==> config.mk <==
export PLATFORM = sky130hd
export DESIGN_NAME = dlatch_bist_ctrl
export DESIGN_NICKNAME = d
export VERILOG_FILES = /design/src/rtl/dlatch_bist_ctrl.sv
export SDC_FILE = /design/constraint.sdc
export NUM_CORES = 1
export LEC_CHECK = 0
export BUFFER_PORTS_ARGS = -buffer_cell sky130_fd_sc_hd__clkbuf_2
export CAP_MARGIN = 0
export CORE_MARGIN = 10
export CORE_UTILIZATION = 49
export DETAILED_ROUTE_END_ITERATION = 12
export PLACE_DENSITY = 0.77
export SYNTH_ARGS = -nofsm -noshare
export SYNTH_HDL_FRONTEND = slang
export SYNTH_SLANG_ARGS = --single-unit
==> constraint.sdc <==
create_clock -name clk_i -period 1.7 [get_ports clk_i]
set_input_delay 0.17 -clock clk_i [delete_from_list [all_inputs] [get_ports clk_i]]
set_output_delay 0.17 -clock clk_i [all_outputs]
set_load 0.1 [all_outputs]
==> src/rtl/dlatch_bist_ctrl.sv <==
// Closed-loop self-test engine for a gated D latch: drives an 8-step en/d pattern,
// waits for the latch to settle, then checks Q/Qbar against a transparent-high golden latch.
module dlatch_bist_ctrl #(
  parameter int SETTLE_CYC = 2,
  parameter int CNT_W      = 4
) (
  input  logic             clk_i,
  input  logic             rst_i,
  input  logic             start_i,
  output logic             lat_d_o,
  output logic             lat_en_o,
  input  logic             lat_q_i,
  input  logic             lat_qbar_i,
  output logic             busy_o,
  output logic             done_o,
  output logic             pass_o,
  output logic [CNT_W-1:0] err_cnt_o,
  output logic             fail_vld_o,
  output logic [2:0]       fail_step_o
);

  typedef enum logic [2:0] {
    IDLE,
    DRIVE,
    SETTLE,
    CHECK,
    FIN
  } state_e;

  // Bit i of each table belongs to step i.
  localparam logic [7:0] PAT_EN = 8'b0101_0011;
  localparam logic [7:0] PAT_D  = 8'b0110_1010;
  localparam logic [7:0] PAT_Q  = 8'b1100_1110;

  localparam int              SW          = (SETTLE_CYC > 1) ? $clog2(SETTLE_CYC) : 1;
  localparam logic [SW-1:0]   SETTLE_LOAD = SW'(SETTLE_CYC - 1);
  localparam logic [CNT_W-1:0] CNT_MAX    = '1;

  state_e           state_q;
  logic [2:0]       step_q;
  logic [SW-1:0]    settle_q;
  logic             lat_d_q;
  logic             lat_en_q;
  logic             busy_q;
  logic             done_q;
  logic             pass_q;
  logic [CNT_W-1:0] err_cnt_q;
  logic             fail_vld_q;
  logic [2:0]       fail_step_q;

  logic             chk_err_d;
  logic [CNT_W-1:0] err_cnt_d;

  // Expected Q comes from the fixed pattern, so one bad step never masks later ones.
  always_comb begin
    chk_err_d = (lat_q_i != PAT_Q[step_q]) || (lat_qbar_i == lat_q_i);
    err_cnt_d = (err_cnt_q == CNT_MAX) ? err_cnt_q : err_cnt_q + 1'b1;
  end

  always_ff @(posedge clk_i) begin
    if (rst_i) begin
      state_q     <= IDLE;
      step_q      <= 3'd0;
      settle_q    <= '0;
      lat_d_q     <= 1'b0;
      lat_en_q    <= 1'b0;
      busy_q      <= 1'b0;
      done_q      <= 1'b0;
      pass_q      <= 1'b0;
      err_cnt_q   <= '0;
      fail_vld_q  <= 1'b0;
      fail_step_q <= 3'd0;
    end else begin
      done_q <= 1'b0;
      case (state_q)
        IDLE: begin
          if (start_i) begin
            err_cnt_q   <= '0;
            fail_vld_q  <= 1'b0;
            fail_step_q <= 3'd0;
            pass_q      <= 1'b0;
            step_q      <= 3'd0;
            busy_q      <= 1'b1;
            state_q     <= DRIVE;
          end
        end
        DRIVE: begin
          lat_en_q <= PAT_EN[step_q];
          lat_d_q  <= PAT_D[step_q];
          settle_q <= SETTLE_LOAD;
          state_q  <= SETTLE;
        end
        SETTLE: begin
          if (settle_q == '0) begin
            state_q <= CHECK;
          end else begin
            settle_q <= settle_q - 1'b1;
          end
        end
        CHECK: begin
          if (chk_err_d) begin
            err_cnt_q <= err_cnt_d;
            if (!fail_vld_q) begin
              fail_vld_q  <= 1'b1;
              fail_step_q <= step_q;
            end
          end
          step_q  <= step_q + 3'd1;
          state_q <= (step_q == 3'd7) ? FIN : DRIVE;
        end
        FIN: begin
          // The last CHECK has already landed in err_cnt_q, so pass covers all 8 steps.
          done_q   <= 1'b1;
          pass_q   <= (err_cnt_q == '0);
          busy_q   <= 1'b0;
          lat_en_q <= 1'b0;
          lat_d_q  <= 1'b0;
          state_q  <= IDLE;
        end
        default: state_q <= IDLE;
      endcase
    end
  end

  assign lat_d_o     = lat_d_q;
  assign lat_en_o    = lat_en_q;
  assign busy_o      = busy_q;
  assign done_o      = done_q;
  assign pass_o      = pass_q;
  assign err_cnt_o   = err_cnt_q;
  assign fail_vld_o  = fail_vld_q;
  assign fail_step_o = fail_step_q;

endmodule

# == Yosys cells after proc, flatten, opt, wreduce, memory -nomap -nowiden ==
# Memory sizes are Yosys's and may differ from the RTL's. A register that Yosys moved wholly into a read port is not among the register bits.
# Index checks and enable logic that the tools add are counted.
# totals
mem_bits_ro,24
word_cells,77
output_inout_bits,13
mem_bits_rw,0
latchBits,0
n_memories,3
reg_bits,20
# memory_table
name,depth,width,read_ports,rd_clocked_by_memory_dff,write_ports,line_no,text
(no name shown),8,1,1,1,0,89,lat_d_q <= PAT_D[step_q];
(no name shown),8,1,1,1,0,88,lat_en_q <= PAT_EN[step_q];
(no name shown),8,1,1,1,0,56,chk_err_d = (lat_q_i != PAT_Q[step_q]) || (lat_qbar_i == lat_q_i);
# op_classes
n_eq_ne,13
shifts,0
n_div,0
n_reduce_logical,13
n_mul,0
muxes,33
bitwise,0
addsub,3
n_lt_le_gt_ge,1
# ops
cell,n
two-way mux 3 bit,12
two-way mux 4 bit,3
one-hot mux 1 bit (2 select lines),6
one-hot mux 3 bit (2 select lines),2
one-hot mux 3 bit (4 select lines),1
"inequality test 2 bit, second input constant",5
two-way mux 1 bit,8
one-hot mux 4 bit (2 select lines),1
AND reduction 4 bit,2
nonzero test 2 bit,4
"equality test 3 x 2 -> 1 bit, second input constant",2
"equality test 3 bit, second input constant",2
AND reduction 2 bit,3
"adder 4 x 1 -> 4 bit, second input constant",1
"equality test 4 bit, second input constant",1
zero test 4 bit,1
"less-than comparator 3 x 4 -> 1 bit, second input constant",1
"adder 3 x 1 -> 3 bit, second input constant",1
"equality test 3 x 1 -> 1 bit, second input constant",1
zero test 3 bit,1
AND reduction 3 bit,1
equality test 1 bit,1
logical OR 1 bit,1
inequality test 1 bit,1
"subtractor 1 bit, second input constant",1

# == Depth between registers and ports, before layout ==
# Gate-level depths: netlist of the first run.
# logic_depth
ltp_word,6
depth_mapped,7
mapped_depth_nobuf,6

# == Worst setup path before layout of the first run ==
# Ideal clock, no wire load.
# synth_timing
path_kind,register to register
from,"register err_cnt_q[1], in the netlist err_cnt_o[1]"
to,"register err_cnt_q[1], in the netlist err_cnt_o[1]"
slack_ps,-295
arrival_time_ps,1863
path_buffers,0
setup_time_ps,132
path_stages_with_launch,6
synth_period_minus_slack_ps,1995
path_cell_list,dfxtp_1 > ha_1 > nand3_1 > or2_2 > nand4_1 > a21oi_1
# synth_via
elab_chain_len,4
elab_cells_between_ends,7
cone_classes,add/sub: 1; eq/ne: 2; mux: 3; reduce/logical: 1
# synth_rtl
element,line_no,text
start: declaration,47,logic [CNT_W-1:0] err_cnt_q;
start signal: assignment,102,err_cnt_q <= err_cnt_d;
adder 4 x 1 -> 4 bit,57,err_cnt_d = (err_cnt_q == CNT_MAX) ? err_cnt_q : err_cnt_q + 1'b1;
two-way mux 4 bit,57,
two-way mux 4 bit,101,if (chk_err_d) begin
one-hot mux 4 bit (2 select lines),75,case (state_q)
# Parallel ways exist; a longest one is shown, timed or not. The select of a mux whose other input is x is not followed.
# A chain may end at the register's enable or synchronous reset.

==> results.md, run 1 <==
* Outcome: complete, but fails checks
* Failing checks: setup timing
* Synth-to-Final Area Change at 23.2%
* Leak at 0.000582 uW
* CP Data Arrival Time at 1920 ps
* Final setup fails at 1
* Met1 Routed Length at 1.16 mm
* CTS root buf: clkbuf_4
* Cell area after synthesis at 0.00111 mm2
* Crit Path Max Fanout at 5
* Asr flop ratio synth at 0
* Hold Path Class: in -> reg
* CP endpoint kind: flop
* Hold EP: busy_o
* Synth unique cells at 39
* Slowest library cell on the worst path: or4b_4
* CORE AREA at 0.00219 mm2
* Remaining antenna violation count after routing at 0
* Worst-Skew Late Latency at 310 ps
* Critical path class: reg -> reg
* Grt total ovfl at 0
* PD cells at 876 mW/mm2
* Crit start category: flop
* Fmax at 0.585 GHz
* Depth of the worst hold-timing path at 3
* Clock-pin transition on the worst setup and hold timing paths at 120 ps
* Max layer used: met4
* Hold Vio Cnt, Final at 0
* Reg-to-Reg Start: state_q[0]
* First-pass GRT wire length at 4.11 mm
* Die X at 67.7 um
* Number of flops mapped to enable cells by yosys at 0
* Pre-antenna DRT Iters at 4
* Initial antenna violation count at 0
* Register-to-register setup slack at -10 ps
* Register area share after synthesis at 0.413
* Final min period at 1710 ps
* Fin util at 0.627
* CTS tree: yes
* Avg Vias per Cell at 5.60
* Fill cell count at 187
* Die area at 0.00458 mm2
* Num rows at 17
* Largest net degree at the start of global routing at 15
* FF/Latch Area at 470 um2
* Slew margin rel. at 0.584
* DR WL/cell at 14.1 um
* Unrepaired setup endpoints after global routing: yes
* MaxCap Viol Count at 0
* Yosys warns at 0
* Worst-margin pin slew at 623 ps
* Max Root-Sink Buffers at 2
* Worst path max stage delay at 540 ps
* Final worst path period share at 1.01
* Vias in the first global route at 964
* Total negative slack at -10.1 ps
* Vias at 996
* Syn nets at 132
* Slew Limit Fails at 0
* RePlAce Congestion at 0.835
* Avg Inst Size Synth at 9.14 um2
* Critical path required time at 1910 ps
* Mapped Cells at 122
* Synth Register Bits at 23
* IO Port Bufs at 17
* Multi-input logic area at 641 um2
* Slack of the critical path at -10.1 ps
* VDD IR max at 0.566 mV
* Post-CTS Setup Repair Bufs at 0
* Starting Density at 0.509
* H-Tree Level Count at 1
* DRC Markers at 0
* # IOs at 18
* Max Clock Skew at 13.8 ps
* DR iter-0 viols at 59
* R2R depth at 6
* Total Wirelength at 2.52 mm
* Tot GR Track Use at 0.112
* TritonCTS buffer count at 3
* Hold path startpoint: start_i
* Layout cells sized above 1 at 0.333
* Hold buffer count at cts at 0
* CP Cell Sequence: or4b_4 -> nand4b_1 -> o31ai_2 -> inv_1 -> ha_4 -> a22o_1
* Met3 routed WL at 134 um
* Diode count at 0
* Met2 wire length at 1.21 mm
* Nets at 161
* Most used DFF post-synth: dfxtp_1
* Die Ht at 67.7 um
* Clock Sinks at 23
* DP HPWL at 1.93 mm
## stage by stage
stage	hold slack (ps)	area [um2]	cells	worst slack, ps	total power, uW
after floorplan	274	1120	122	17.1	848
final	213	1370	178	-10.1	1200
after global routing	230	1370	178	-33.7	1260
after global placement	442	1310	174	54.1	928
after CTS	215	1340	178	0.553	1190
after detailed placement	461	1310	174	-30.9	938
## area by class of cell
cell class | instances | area share
timing repair buffer | 30 | 0.133
inverter | 5 | 0.0137
multi-input combinational | 88 | 0.466
clock buffer | 4 | 0.0191
sequential | 23 | 0.342
tap | 28 | 0.0255
## cells by family after synthesis
group	Yosys count	synth area share
fa+ha+maj	5	0.0561
buf+inv	11	0.0449
mux	2	0.0180
simple gates	48	0.277
compound gates	32	0.183
flops	23	0.413
xor+xnor	1	0.00786
## critical path: cells and delay by family, from the launching register on
kind                     cells  cell delay (ps)
adder cells (fa/ha/maj)      1              200
flip-flops                   1              380
buffers and inverters        1              100
AND/OR/NAND/NOR              2              680
AO/OA/AOI/OAI                2              260
## worst max path at each step
stage / from / end / slack [ps] / cells past startpoint
6_report: state_q[0] / flop / -10 / 6
2_1_floorplan: state_q[0] / flop / 20 / 6
3_3_place_gp: state_q[0] / flop / 50 / 6
5_1_grt: state_q[0] / flop / -30 / 6
4_1_cts: state_q[2] / flop / 0.6 / 6
3_5_place_dp: state_q[0] / flop / -30 / 6
## Yosys cell counts (all sizes together) (2+ instances only)
cell type,number,area share
dfxtp,23,0.41
a21oi,14,0.063
nor2,10,0.034
o21ai,8,0.036
nor3,7,0.036
nand2,6,0.020
ha,5,0.056
inv,5,0.017
buf,4,0.021
nand4b,4,0.031
nor2b,4,0.022
nand4,3,0.017
nor3b,3,0.020
a2bb2oi,2,0.016
and3b,2,0.016
clkbuf,2,0.0067
mux2i,2,0.018
o31ai,2,0.018
## what timing repair did
| item | CTS | global route |
|---|---|---|
| cloned | 0 | 0 |
| resized for setup | 3 | 5 |
| endpoints found under the setup margin | 1 | 3 |
| pin swaps | 0 | 3 |
## power by group
group          internal (uW)  switching (uW)  leakage (uW)
Combinational            130             219      0.000378
Clock                   91.5             167     0.0000150
Sequential               569            26.3      0.000190
## per-layer routing
metal / GRT usage / vias up
li1: - / 502
met1: 0.127 / 474
met2: 0.198 / 18
met3: 0.0248 / 2
met4: 0.0462 / 0
met5: 0 / -
## cell usage in the layout (no fill, tap or decap), types with 5 or more instances in the layout
cell type / synthesis / final
nand2_1: 6 / 6
a21oi_1: 14 / 14
dfxtp_1: 23 / 17
dfxtp_2: 0 / 5
clkbuf_2: 0 / 17
buf_4: 0 / 13
o21ai_1: 5 / 5
inv_1: 5 / 5
nor2_1: 10 / 10
Note: power is estimated with default switching activity, not from simulation.
==> run 2, diff against run 1 <==
CORE_UTILIZATION = 58   (was 49)
PLACE_DENSITY = 0.86   (was 0.77)
clock period = 2.2 ns   (was 1.7 ns; I/O delays follow)
==> run 2 against run 1 <==
Net effect:
- the run now ends clean
- via count fell by 4.3%
- global-route usage rose by 0.52 points
- wire length fell by 7.8%
==> results.md, run 2 (synthesized netlist as in run 1, its figures left out) <==
* Outcome: completed
* Post-DP Area at 0.00121 mm2 (-7.0%)
* Starting Density at 0.625 (+0.116)
* IO Port Bufs at 17 (unchanged)
* Most frequent cells in the layout: 22 x dfxtp_1, 17 x clkbuf_2, 14 x a21oi_1
* CTS root buf: clkbuf_4
* CTS tree: yes
* DRC Markers at 0 (unchanged)
* CORE AREA at 0.00178 mm2 (-19%)
* Slew margin rel. at 0.636 (+0.0521)
* Critical path required time at 2410 ps (+500 ps)
* First-pass GRT wire length at 4.07 mm (-0.83%)
* Layout cells sized above 1 at 0.216 (-0.118)
* Nets at 150 (-6.8%)
* Slowest library cell on the worst path: or4b_4
* MaxCap Viol Count at 0 (unchanged)
* Clock-pin transition on the worst setup and hold timing paths at 120 ps (about the same)
* Total negative slack at 0 ps (+10.1 ps)
* Hold buffer count at cts at 0 (unchanged)
* Reg-to-Reg Start: state_q[2]
* TritonCTS buffer count at 3 (unchanged)
* Hold Vio Cnt, Final at 0 (unchanged)
* Fin area at 0.00124 mm2 (-9.6%)
* Fill cell count at 136 (-27%)
* Die X at 63.8 um (-5.7%)
* Max Root-Sink Buffers at 2 (unchanged)
* CP endpoint kind: flop
* Multi-input logic area at 604 um2 (-5.7%)
* Crit Path Max Fanout at 15 (+10)
* Diode count at 0 (unchanged)
* Fmax at 0.502 GHz (-14%)
* CP Data Arrival Time at 2200 ps (+280 ps)
* DR iter-0 viols at 50 (-15%)
* RePlAce Congestion at 0.781 (-6.5%)
* Final min period at 1990 ps (+283 ps)
* Unrepaired setup endpoints after global routing: no
* Clock Sinks at 23 (unchanged)
* Hold Path Class: in -> reg
* Slew Limit Fails at 0 (unchanged)
* Initial antenna violation count at 0 (unchanged)
* Pre-antenna DRT Iters at 5 (+1)
* Vias at 953 (-4.3%)
* Worst-margin pin slew at 549 ps (-74.4 ps)
* Worst path max stage delay at 640 ps (+100 ps)
* R2R depth at 6 (unchanged)
* H-Tree Level Count at 1 (unchanged)
* Tot GR Track Use at 0.117 (+0.00515)
* Final worst path period share at 0.906 (-0.0999)
* Die area at 0.00408 mm2 (-11%)
* Crit start category: flop
* CP Cell Sequence: or4b_4 -> nand4b_1 -> o31ai_1 -> inv_1 -> ha_1 -> a22o_1
* DP HPWL at 1.75 mm (-9.4%)
* Leading cell type in the layout, fill and taps excluded: dfxtp_1
* Worst-Skew Late Latency at 300 ps (about the same)
* VDD IR max at 0.436 mV (-23%)
* Synth-to-Final Area Change at 11.4%
* DR WL/cell at 14.1 um (about the same)
* Die Ht at 63.8 um (-5.7%)
* PD cells at 702 mW/mm2 (-20%)
* Critical path class: reg -> reg
* Remaining antenna violation count after routing at 0 (unchanged)
* Register-to-register setup slack at 210 ps (+220 ps)
* # IOs at 18 (unchanged)
* Max Clock Skew at 1.38 ps (-12.4 ps)
* Vias in the first global route at 928 (-3.7%)
* Avg Vias per Cell at 5.81 (+3.9%)
* Num rows at 15 (-2)
* Setup crit start: state_q[2]
* Grt total ovfl at 0 (unchanged)
* Leak at 0.000514 uW (-12%)
* Final setup fails at 0 (-1)
* Largest net degree at the start of global routing at 23 (+8)
* Total Wirelength at 2.32 mm (-7.8%)
* FF/Latch Area at 462 um2 (-1.9%)
[run 2: cell types whose count changed in the layout (fill, tap and decap cells not counted)]
cell and delta:
buf_4 -11, dfxtp_1 +5, dfxtp_2 -4, nor3_1 +2, nor3_2 -2, dfxtp_4 -1
ha_1 +1, ha_4 -1, o31ai_1 +1, o31ai_4 -1
[run 2: layout make-up]
class                      count  share of cell area
clock buffer                   4              0.0211
inverter                       5              0.0151
multi-input combinational     88               0.486
sequential                    23               0.372
tap                           25              0.0252
timing repair buffer          19              0.0806
[run 2: critical path, delay by kind of cell, from the launching register on]
kind            cells  cell delay, ps
flops               1             480
buf+inv             1              90
simple gates        2             770
fa+ha+maj           1             230
compound gates      2             330
[run 2: per-stage QoR]
stage          std cells  worst slack, ps  utilization  total power [uW]  hold WS (ps)
2_1_floorplan        122              205            -               655           324
3_3_place_gp         160              322        0.681               685           442
3_5_place_dp         160              175        0.681               693           455
4_1_cts              164              174        0.696               879           285
5_1_grt              164             53.5        0.697               918           291
6_report             164              207        0.697               872           288
[run 2: routing by layer]
| layer | wire [um] | track usage | vias to the layer above |
|---|---|---|---|
| met5 | 0 | 0 | - |
| met2 | 1130 | 0.201 | 23 |
| met4 | 55 | 0.0492 | 0 |
| met3 | 127 | 0.0331 | 9 |
| met1 | 1010 | 0.133 | 442 |
| li1 | - | - | 479 |
[run 2: where the power goes]
group | leakage (uW) | total, uW | internal [uW] | switching, uW
Clock | 0.0000150 | 188 | 70.7 | 117
Combinational | 0.000313 | 207 | 70.3 | 136
Sequential | 0.000187 | 478 | 439 | 39.1
[run 2: how the worst min path moves through the flow]
stage / startpoint / end / slack, ps / cells after the start
floorplan: rst_i / step_q[1] / 320 / 1
global placement: pass_o / pass_o / 440 / 2
detailed placement: pass_o / pass_o / 460 / 2
CTS: start_i / busy_o / 280 / 3
global route: start_i / busy_o / 290 / 3
finish: start_i / busy_o / 290 / 3
[run 2: timing repair]
action,4_1_cts,5_1_grt
gates resized for setup,0,1
hold endpoints to repair,0,0
setup buffers,0,0
setup endpoints to repair,0,1
==> run 3, diff against run 2 <==
CORE_UTILIZATION = 50   (was 58)
PLACE_DENSITY = 0.76   (was 0.86)
TNS_END_PERCENT = 5   (was not set)
==> run 3 against run 2 <==
Net effect:
- combinational power up 6%
- sequential share of layout area down 0.65 points
- cell area up 1.5%
- total power up 1.4%
- final cell count up 3.0%
- largest power group unchanged
- highest routed layer unchanged
- first-iteration DRC count up 40%
==> results.md, run 3 (synthesized netlist as in run 1, its figures left out) <==
* Outcome: completed
* RePlAce Congestion at 0.787 (+0.83%)
* CP Data Arrival Time at 2140 ps (-60 ps)
* # IOs at 18 (unchanged)
* Hold buffer count at cts at 0 (unchanged)
* Reg-to-Reg Start: state_q[1]
* Remaining antenna violation count after routing at 0 (unchanged)
* Leading cell type in the layout, fill and taps excluded: dfxtp_1
* Critical path required time at 2410 ps (about the same)
* Max Root-Sink Buffers at 2 (unchanged)
* Psw at 304 uW (+4.1%)
* DP HPWL at 1.79 mm (+2.6%)
* Total negative slack at 0 ps (unchanged)
* DR iter-0 viols at 70 (+40%)
* Multi-input logic area at 604 um2 (unchanged)
* Final worst path period share at 0.876 (-0.0296)
* Grt total ovfl at 0 (unchanged)
* CORE AREA at 0.00217 mm2 (+22%)
* Leak at 0.000528 uW (+2.5%)
* Worst Hold Slack at 276 ps (-12.2 ps)
* Vias at 973 (+2.1%)
* Hold path startpoint: start_i
* Post-cts gate resize count at 0 (unchanged)
* TritonCTS buffer count at 3 (unchanged)
* VDD IR max at 0.477 mV (+9.4%)
* Setup crit start: state_q[1]
* First-pass GRT wire length at 3.99 mm (-2.0%)
* Post-CTS Setup Repair Bufs at 0 (unchanged)
* Max layer used: met4
* R2R depth at 5 (-1)
* Final min period at 1930 ps (-65.1 ps)
* Slew margin rel. at 0.634 (-0.00116)
* Hold Vio Cnt, Final at 0 (unchanged)
* Tot GR Track Use at 0.108 (-0.00932)
* Met2 wire length at 1.11 mm (-1.2%)
* Net Sw Frac at 0.344 (+0.00893)
* Register-to-register setup slack at 270 ps (+70 ps)
* Critical path class: reg -> reg
* CTS tree: yes
* Vias in the first global route at 862 (-7.1%)
* Pre-antenna DRT Iters at 5 (unchanged)
* Crit start category: flop
* Fmax at 0.519 GHz (+3.4%)
* Fill cell count at 204 (+50%)
* Layout cells sized above 1 at 0.227 (+0.0111)
* Hold Path Class: in -> reg
* Worst-margin pin slew at 551 ps (+1.75 ps)
* DR WL/cell at 14.1 um (-0.40%)
* Num rows at 17 (+2)
* Pint at 580 uW (about the same)
* Die X at 67.2 um (+5.3%)
* MaxCap Viol Count at 0 (unchanged)
* Unrepaired setup endpoints after global routing: no
* Post-DP Area at 0.00123 mm2 (+1.5%)
* Fin area at 0.00126 mm2 (+1.5%)
* Clock Sinks at 23 (unchanged)
* Combinational cell fraction of total power at 0.249 (+0.012)
* Nets at 152 (+1.3%)
* Max Clock Skew at 3.87 ps (+2.49 ps)
* PD cells at 701 mW/mm2 (-0.11%)
* Final setup fails at 0 (unchanged)
* DRC Markers at 0 (unchanged)
* CTS root buf: clkbuf_4
* Diode count at 0 (unchanged)
* Die area at 0.00452 mm2 (+11%)
* Total Wirelength at 2.38 mm (+2.6%)
* Hold EP: busy_o
* Clock-pin transition on the worst setup and hold timing paths at 130 ps (about the same)
* Largest net degree at the start of global routing at 23 (unchanged)
* Fin util at 0.581 (-0.116)
* Met3 routed WL at 148 um (+17%)
* H-Tree Level Count at 1 (unchanged)
* Sequential power share at 0.532 (-0.016)
* Met1 Routed Length at 1.11 mm (+9.5%)
* Clk network pwr share at 0.220 (+0.005)
* Avg Vias per Cell at 5.76 (-0.92%)
* CP endpoint kind: flop
* Synth-to-Final Area Change at 13.1%
* Initial antenna violation count at 0 (unchanged)
* Slew Limit Fails at 0 (unchanged)
* IO Port Bufs at 17 (unchanged)
* Depth of the worst hold-timing path at 3 (unchanged)
* Worst-Skew Late Latency at 300 ps (about the same)
* FF/Latch Area at 460 um2 (-0.27%)
* Die Ht at 67.2 um (+5.3%)
* Crit Path Max Fanout at 12 (-3)
* Most frequent cells in the layout: 23 x dfxtp_1, 17 x clkbuf_2, 14 x a21oi_1
* Starting Density at 0.514 (-0.111)
run 3: cell types whose count changed in the layout (fill, tap and decap cells not counted), sizes merged:
cell,previous run,this run
clkinv,0,1
buf,2,4
clkbuf,21,20
run 3: worst max-delay path by stage:
stage	endpoint	slack (ps)	depth (start not counted)
3_5_place_dp	flop	300	6
2_1_floorplan	err_cnt_o[1]	200	5
3_3_place_gp	flop	380	6
5_1_grt	flop	170	6
4_1_cts	flop	280	6
6_report	flop	270	5
run 3: final cells by class:
cell class                      instances  area share
Clock inverter                          1     0.00397
Timing Repair Buffer                   21      0.0913
Sequential cell                        23       0.365
Inverter                                5      0.0149
Tap cell                               28      0.0278
Clock buffer                            3      0.0179
Multi-Input combinational cell         88       0.479
run 3: metrics by stage:
stage | worst slack, ps | total power, uW | cells
global placement | 382 | 692 | 165
floorplan | 205 | 655 | 122
CTS | 279 | 889 | 169
global route | 166 | 925 | 169
detailed placement | 301 | 698 | 165
finish | 272 | 885 | 169
run 3: power by group through the flow:
stage / clock network (uW) / logic [uW] / registers, uW
after floorplan: 0 / 138 / 517
after global placement: 0 / 215 / 477
after detailed placement: 0 / 218 / 480
after CTS: 199 / 220 / 470
after global routing: 212 / 238 / 474
final: 194 / 220 / 470
run 3: metal layers:
layer	global-route usage	vias to the layer above
met5	0	-
met4	0.0231	0
met3	0.0264	2
met2	0.178	23
met1	0.140	462
li1	-	486
run 3: worst max-delay path, cell delays in order (launching register included):
cell	delay (ps)
dfxtp_1	630
nand3b_4	190
o31ai_1	430
inv_1	100
ha_1	300
a22o_1	190
